[config.mk]
export PLATFORM = sky130hd
export DESIGN_NAME = intr_ctrl
export DESIGN_NICKNAME = d
export VERILOG_FILES = /design/src/rtl/intr_ctrl.sv
export SDC_FILE = /design/constraint.sdc
export NUM_CORES = 1
export LEC_CHECK = 0
export CAP_MARGIN = 20
export CORE_ASPECT_RATIO = 0.75
export CORE_MARGIN = 2
export CORE_UTILIZATION = 66
export CTS_CLUSTER_DIAMETER = 40
export DETAILED_ROUTE_END_ITERATION = 16
export DONT_BUFFER_PORTS = 1
export GPL_TIMING_DRIVEN = 1
export PLACE_DENSITY = 0.9
export SLEW_MARGIN = 20
export SYNTH_ARGS = -nofsm -noshare
export SYNTH_HDL_FRONTEND = slang
export SYNTH_SLANG_ARGS = --single-unit
[constraint.sdc]
create_clock -name clk -period 3.4 [get_ports clk]
set_input_delay 0.17 -clock clk [delete_from_list [all_inputs] [get_ports clk]]
set_output_delay 0.17 -clock clk [all_outputs]
set_load 0.1 [all_outputs]
[src/rtl/intr_ctrl.sv]
// Interrupt controller: synchronizes and edge-detects irq lines, latches pending,
// prioritizes lowest index, and hands one request at a time to the PC controller.
module intr_ctrl #(
  parameter int NUM_IRQ     = 8,
  parameter int SYNC_STAGES = 2
) (
  input  logic               clk,
  input  logic               reset,
  input  logic               pause,
  input  logic [NUM_IRQ-1:0] irq_in,
  input  logic               ack,
  input  logic               iret,
  input  logic               reg_write,
  input  logic [1:0]         reg_addr,
  input  logic [7:0]         reg_writedata,
  output logic [7:0]         reg_readdata,
  output logic               interrupt,
  output logic [2:0]         irq_id,
  output logic               in_service
);

  localparam logic [7:0] IRQ_BITS = 8'((9'd1 << NUM_IRQ) - 9'd1);

  typedef enum logic [1:0] {
    IDLE     = 2'd0,
    REQUEST  = 2'd1,
    WAIT_ACK = 2'd2,
    SERVICE  = 2'd3
  } state_t;

  function automatic logic [2:0] lowest_set(input logic [7:0] v);
    lowest_set = 3'd0;
    for (int i = 7; i >= 0; i--) begin
      if (v[i]) begin
        lowest_set = 3'(i);
      end
    end
  endfunction

  logic [SYNC_STAGES-1:0][NUM_IRQ-1:0] sync_q, sync_d;
  logic [NUM_IRQ-1:0]                  hist_q, hist_d;
  logic [NUM_IRQ-1:0]                  arm_q, arm_d;
  logic [SYNC_STAGES-1:0]              fill_q, fill_d;
  logic [NUM_IRQ-1:0]                  sync_out_s;
  logic [NUM_IRQ-1:0]                  rise_s;

  logic [7:0] pending_q, pending_d;
  logic [7:0] mask_q, mask_d;
  logic       gie_q, gie_d;
  logic [7:0] readdata_q, readdata_d;
  logic [7:0] w1c_s, force_s, ack_clr_s, req_s;

  state_t     state_q, state_d;
  logic       interrupt_q, interrupt_d;
  logic [2:0] irq_id_q, irq_id_d;
  logic       in_service_q, in_service_d;

  // Input synchronizers, history flops and per-line arming after reset
  always_comb begin
    sync_d     = {sync_q[SYNC_STAGES-2:0], irq_in};
    sync_out_s = sync_q[SYNC_STAGES-1];
    hist_d     = sync_out_s;
    fill_d     = {fill_q[SYNC_STAGES-2:0], 1'b1};
    // A line only arms once it has been seen low through a fully refilled
    // synchronizer, so a line held high across reset never looks like an edge.
    arm_d      = arm_q | ({NUM_IRQ{fill_q[SYNC_STAGES-1]}} & ~sync_out_s);
    rise_s     = sync_out_s & ~hist_q & arm_q;
  end

  // Software register decode and pending/mask/gie next state
  always_comb begin
    w1c_s   = 8'd0;
    force_s = 8'd0;
    mask_d  = mask_q;
    gie_d   = gie_q;
    if (reg_write) begin
      case (reg_addr)
        2'd0:    w1c_s   = reg_writedata & IRQ_BITS;
        2'd1:    mask_d  = reg_writedata & IRQ_BITS;
        2'd2:    gie_d   = reg_writedata[6];
        2'd3:    force_s = reg_writedata & IRQ_BITS;
        default: w1c_s   = 8'd0;
      endcase
    end else begin
      w1c_s = 8'd0;
    end
    // New edges and forced sets take precedence over any clear in the same cycle.
    pending_d = ((pending_q & ~(w1c_s | ack_clr_s)) | 8'(rise_s) | force_s) & IRQ_BITS;
  end

  // Registered read-data mux
  always_comb begin
    case (reg_addr)
      2'd0:    readdata_d = pending_q;
      2'd1:    readdata_d = mask_q;
      2'd2:    readdata_d = {in_service_q, gie_q, 3'b000, irq_id_q};
      2'd3:    readdata_d = 8'd0;
      default: readdata_d = 8'd0;
    endcase
  end

  assign req_s = pending_q & mask_q;

  // Request/service FSM next state and registered outputs
  always_comb begin
    state_d      = state_q;
    interrupt_d  = interrupt_q;
    irq_id_d     = irq_id_q;
    in_service_d = in_service_q;
    ack_clr_s    = 8'd0;
    case (state_q)
      IDLE: begin
        if (gie_q && (|req_s)) begin
          irq_id_d    = lowest_set(req_s);
          interrupt_d = 1'b1;
          state_d     = REQUEST;
        end else begin
          interrupt_d = 1'b0;
          state_d     = IDLE;
        end
      end
      REQUEST: begin
        if (!pause) begin
          interrupt_d = 1'b0;
          state_d     = WAIT_ACK;
        end else begin
          interrupt_d = 1'b1;
          state_d     = REQUEST;
        end
      end
      WAIT_ACK: begin
        if (ack) begin
          ack_clr_s    = 8'd1 << irq_id_q;
          in_service_d = 1'b1;
          state_d      = SERVICE;
        end else begin
          state_d = WAIT_ACK;
        end
      end
      SERVICE: begin
        if (iret) begin
          in_service_d = 1'b0;
          state_d      = IDLE;
        end else begin
          state_d = SERVICE;
        end
      end
      default: begin
        interrupt_d  = 1'b0;
        in_service_d = 1'b0;
        state_d      = IDLE;
      end
    endcase
  end

  // State registers
  always_ff @(posedge clk or posedge reset) begin
    if (reset) begin
      sync_q       <= '0;
      hist_q       <= '0;
      arm_q        <= '0;
      fill_q       <= '0;
      pending_q    <= 8'd0;
      mask_q       <= 8'd0;
      gie_q        <= 1'b0;
      readdata_q   <= 8'd0;
      state_q      <= IDLE;
      interrupt_q  <= 1'b0;
      irq_id_q     <= 3'd0;
      in_service_q <= 1'b0;
    end else begin
      sync_q       <= sync_d;
      hist_q       <= hist_d;
      arm_q        <= arm_d;
      fill_q       <= fill_d;
      pending_q    <= pending_d;
      mask_q       <= mask_d;
      gie_q        <= gie_d;
      readdata_q   <= readdata_d;
      state_q      <= state_d;
      interrupt_q  <= interrupt_d;
      irq_id_q     <= irq_id_d;
      in_service_q <= in_service_d;
    end
  end

  assign reg_readdata = readdata_q;
  assign interrupt    = interrupt_q;
  assign irq_id       = irq_id_q;
  assign in_service   = in_service_q;

endmodule

== After elaboration in Yosys (flattened, before gate mapping) ==
Index checks and enable logic that the tools add are counted.

* Logic and storage cells: 70
* Flip-flop bits (word level): 66
* Output and inout port bits: 13

* Reductions and logical operators: 10
* Bitwise gates (word level): 12
* Shift operators: 1
* Multiplexer cells: 26
* Eq/ne operators: 8

{| class="wikitable"
|+ Operator list
! operator !! number
|-
| 8-bit 2-to-1 mux || 6
|-
| 8-bit bitwise AND || 5
|-
| 8-bit OR || 4
|-
| 8-bit one-hot mux with 4 select lines || 1
|-
| 3-bit 2-to-1 mux || 8
|-
| 8-bit inverter || 3
|-
| 2-bit == test (second input constant) || 4
|-
| 2-bit one-hot mux with 4 select lines || 1
|-
| 8-bit OR reduction || 1
|-
| 1-bit by 3-bit left shift with 8-bit output (first input constant) || 1
|-
| 1-bit 2-to-1 mux || 6
|-
| 2-bit AND reduction || 3
|-
| 2-bit by 1-bit == test with 1-bit output (second input constant) || 2
|-
| 2-bit logical NOT || 2
|-
| 2-bit 2-to-1 mux || 2
|-
| 2-bit inequality test (second input constant) || 2
|-
| 1-bit one-hot mux with 2 select lines || 2
|-
| 2-bit nonzero test || 2
|-
| 3-bit AND reduction || 1
|-
| 1-bit logical AND || 1
|}

== Logic depth before layout (Yosys ltp) ==
* Depth in word-level cells: 9
* Mapped depth: 5
* Mapped depth without buffers: 4

== Least setup slack after synthesis ==
OpenSTA, ideal clock, no wires.

* Kind: reg-to-reg
* From: register irq_id_q[1] (netlist: irq_id[1])
* To: register pending_q[2]
* Clock period less this slack: 1.799 ns
* Arrival: 1.656 ns
* Cell stages (with the launch flop): 4
* Setup slack: 1.601 ns
* Required time: 3.257 ns
* Buffers on the path: 0
* Cells stage by stage: dfrtp_1 > nand4b_1 > o311ai_0 > o211ai_1

* Word-level cells in the longest chain between the ends: 8

{| class="wikitable"
|+ Ends and longest elaborated chain
! element !! line !! RTL
|-
| from (decl) || 55 || <nowiki>logic [2:0] irq_id_q, irq_id_d;</nowiki>
|-
| from (signal assigned) || 182 || <nowiki>irq_id_q <= irq_id_d;</nowiki>
|-
| 1-bit by 3-bit left shift with 8-bit output || 133 || <nowiki>ack_clr_s = 8'd1 << irq_id_q;</nowiki>
|-
| 8-bit 2-to-1 mux || 132 || <nowiki>if (ack) begin</nowiki>
|-
| 8-bit 2-to-1 mux || 111 || <nowiki>case (state_q)</nowiki>
|-
| 8-bit OR || 88 || <nowiki>pending_d = ((pending_q & ~(w1c_s | ack_clr_s)) | 8'(rise_s) | force_s) & IRQ_BITS;</nowiki>
|-
| 8-bit inverter || 88 ||
|-
| 8-bit bitwise AND || 88 ||
|-
| 8-bit OR (2 in series) || 88 ||
|-
| via pending_d[2] || 47 || <nowiki>logic [7:0] pending_q, pending_d;</nowiki>
|-
| to (signal assigned) || 176 || <nowiki>pending_q <= pending_d;</nowiki>
|-
| to (decl) || 47 ||
|}

The timed path passes the listed nets, and every way through them passes these cells.
A chain may end at the register's enable or synchronous reset.

== Worst setup path after layout ==
Same ends and word-level chain as after synthesis.

==> run_results.csv <==
group,metric,value,unit
grt,grt_overflow,0,
routing,wl_met2,2580,um
finish,fill_cells,209,
grt,grt_max_degree,41,
yosys,syn_area,0.00256,mm2
setup_path,slowest_stage,"dfrtp_1",
finish,drive_gt1_share,13.8,%
clocking,cts_root_buffer,"clkbuf_8",
yosys,netlist-cell-type-count,33,
hold_path,hold_class,"in -> reg",
floorplanning,initial_utilization,69.5,%
yosys,netlist.area_leader.share,64.5,%
setup_path,criticalPathCategory,"reg -> reg",
floorplanning,rows,19,
finish,nets,267,
clocking,numCtsBuffers,9,
routing,ant_nets,0,
yosys,avgSynthCellArea,12.0,um2
routing,via_per_inst,5.90,
power,p_leak,1.32,nW
routing,dr_wl_met3,439,um
routing,wl_met1,2020,um
setup_path,critPathLaunch,"irq_id[1]$_DFFE_PP0P_",
placement,portBuffers,0,
routing,wl,5140,um
clocking,cts.clk_slew.worst_paths,70,ps
yosys,ys_top_cells_by_count,"dfrtp_1 (66), nand2_1 (46), o211ai_1 (15)",
sta,min_period_over_period,61.5,%
placement,routabilityCongestion,0.818,
yosys,ys_seq_area_share,64.5,%
sta,max_freq,478,MHz
sta,slew_headroom,33.1,%
clocking,cts_htree_levels,3,
setup_path,worst_setup_path_start_kind,"flop",
yosys,yosys-top-cells-area,"dfrtp_1 (64%), nand2_1 (6.7%), o211ai_1 (4.4%)",
clocking,cts_tree,"built",
grt,grt_pass1_vias,1777,
routing,dr_total_vias,1764,
setup_path,critPathArrivalTime,2290,ps
sta,setup_viol,0,
hold_path,min-delay-start,"reg_addr[0]",
finish,multi_input_area,826,um2
power,cellPowerDensity,781,mW/mm2
outcome,status,"finished, final reports clean",
clocking,cts_resized,0,
yosys,synthArstFlopShare,100,%
sta,fin_skew,6.11,ps
setup_path,cpPeakStageDelay,1010,ps
yosys,syn_nets,238,
sta,worst_pin_slew,1000,ps
routing,wl_per_cell,17.2,um
clocking,cts_num_sinks,66,
grt,grt_pass1_wl,8610,um
setup_path,worstSetupEndpointType,"flop",
sta,hold_viol_final,0,
clocking,ctsHoldBuffers,21,
setup_path,r2r_start,"irq_id[1]$_DFFE_PP0P_",
sta,rsz0062_at_grt,"false",
yosys,synth_edf_count,0,
power,peakVddDrop,0.485,mV
yosys,synth.most_common_cell,"dfrtp_1",
clocking,cts_buffer_depth,2,
finish,n_antenna_cell,0,
run,maxCapViolations,0,
setup_path,worst-path-max-fanout,5,
routing,top_layer,"met4",
routing,first_pass_iters,4,
sta,min_period,2090,ps
yosys,yosysWarningCount,0,
yosys,yosysTopAreaCell,"dfrtp_1",
clocking,cts_setup_buffers,0,
placement,dp_hpwl,3230,um
floorplanning,core_area,0.00368,mm2
yosys,ys_seq_elements,66,
finish,final-seq-area,0.00165,mm2
setup_path,critPathRequiredTime,3600,ps
finish,area_growth,17.6,%
routing,drt_iter0_drc,148,
setup_path,crit_chain,"nand4b_1, o311ai_0, o211ai_1",
floorplanning,die_w,76.0,um
routing,route.detailed.drc,0,
grt,antenna_found_initial,0,
clocking,clock_latency,340,ps
floorplanning,dieHeight,58.0,um
setup_path,regToRegSetupSlack,1310,ps
floorplanning,design.portCount,37,
grt,grt_usage,26.7,%
sta,slew_violations,0,
finish,design_area,0.00301,mm2
yosys,synthCells,214,
placement,place_area,0.00261,mm2
sta,tns,0,ps
floorplanning,fp.dieArea,0.00440,mm2
yosys,synth-main-ff-cell,"dfrtp_1",
[final timing paths]
| kind | endpoint | cells past startpoint |
|---|---|---|
| worst max-delay path | pending_q[2]$_DFF_PP0_ | 3 |
| worst min-delay path | reg_readdata[5]$_DFF_PP0_ | 2 |
| worst max register to register | pending_q[2]$_DFF_PP0_ | 3 |
| worst min register to register | hist_d[1]$_DFF_PP0_ | 0 |
| max in group asynchronous | hist_d[0]$_DFF_PP0_ | 3 |
| min in group asynchronous | reg_readdata[2]$_DFF_PP0_ | 2 |
[report_power, final]
part | internal (W) | switching (W)
logic | 0.000166 | 0.000253
registers | 0.000897 | 0.000418
clock network | 0.000351 | 0.000269
[flip-flops by register name (all words and copies together) (netlist names)]
| signal | flops |
|---|---|
| arm_q | 8 |
| fill_q | 2 |
| gie_q | 1 |
| hist_d | 8 |
| hist_q | 8 |
| in_service | 1 |
| interrupt | 1 |
| irq_id | 3 |
| mask_q | 8 |
| pending_q | 8 |
| reg_readdata | 8 |
| state_q | 2 |
| sync_d | 8 |
[critical path: cells and delay by family (launching register included)]
kind / cells / cell delay (ps)
flops: 1 / 1010
simple gates: 1 / 330
compound gates: 2 / 620
[final cells by class]
class                           instances  share of cell area [%]
Clock inverter                          5                    1.83
Inverter                               12                    1.50
Multi-Input combinational cell        130                    27.4
Timing Repair Buffer                   24                    7.72
Sequential cell                        66                    54.8
Clock buffer                           10                    4.57
Tap cell                               52                    2.16
[cell usage in the layout (no fill, tap or decap), types with 2 or more instances in the layout]
cell,count
mux2_2,9
clkinvlp_4,2
dlygate4sd3_1,21
inv_1,11
nand2b_1,2
clkbuf_8,10
clkinv_2,2
nand2_1,46
dfrtp_1,66
o211ai_1,15
o21ai_0,7
a31oi_1,2
buf_4,3
a22oi_1,4
mux2i_1,9
a21o_1,8
nor2_1,5
a21oi_1,7
[metrics by stage]
| step | power, W | hold WS [ps] | cells | util (%) | setup WS (ps) |
|---|---|---|---|---|---|
| after global placement | 0.00168 | 124 | 263 | 70.8 | 1420 |
| after global routing | 0.00246 | 13.2 | 299 | 81.8 | 1210 |
| final | 0.00235 | 17.3 | 299 | 81.8 | 1310 |
| after CTS | 0.00235 | 0.363 | 299 | 81.8 | 1340 |
| after detailed placement | 0.00169 | 128 | 263 | 70.8 | 1350 |
| after floorplan | 0.00162 | 201 | 214 | - | 1580 |
[routing by layer]
metal | vias up | global-route usage, %
met2 | 96 | 45.2
met5 | - | 0
met1 | 853 | 31.2
met4 | 0 | 10.9
met3 | 14 | 11.2
li1 | 801 | -
[cell families (layout without fill, tap and decap cells)]
logic type | Yosys count | in the layout | synth area share (%)
and+or+nand+nor | 63 | 63 | 11.4
other | 1 | 1 | 0.146
buffers and inverters | 18 | 51 | 3.32
AOI/OAI and AO/OA | 48 | 48 | 13.2
DFF | 66 | 66 | 64.5
muxes | 18 | 18 | 7.47
Power figures use the tool's default switching activity.
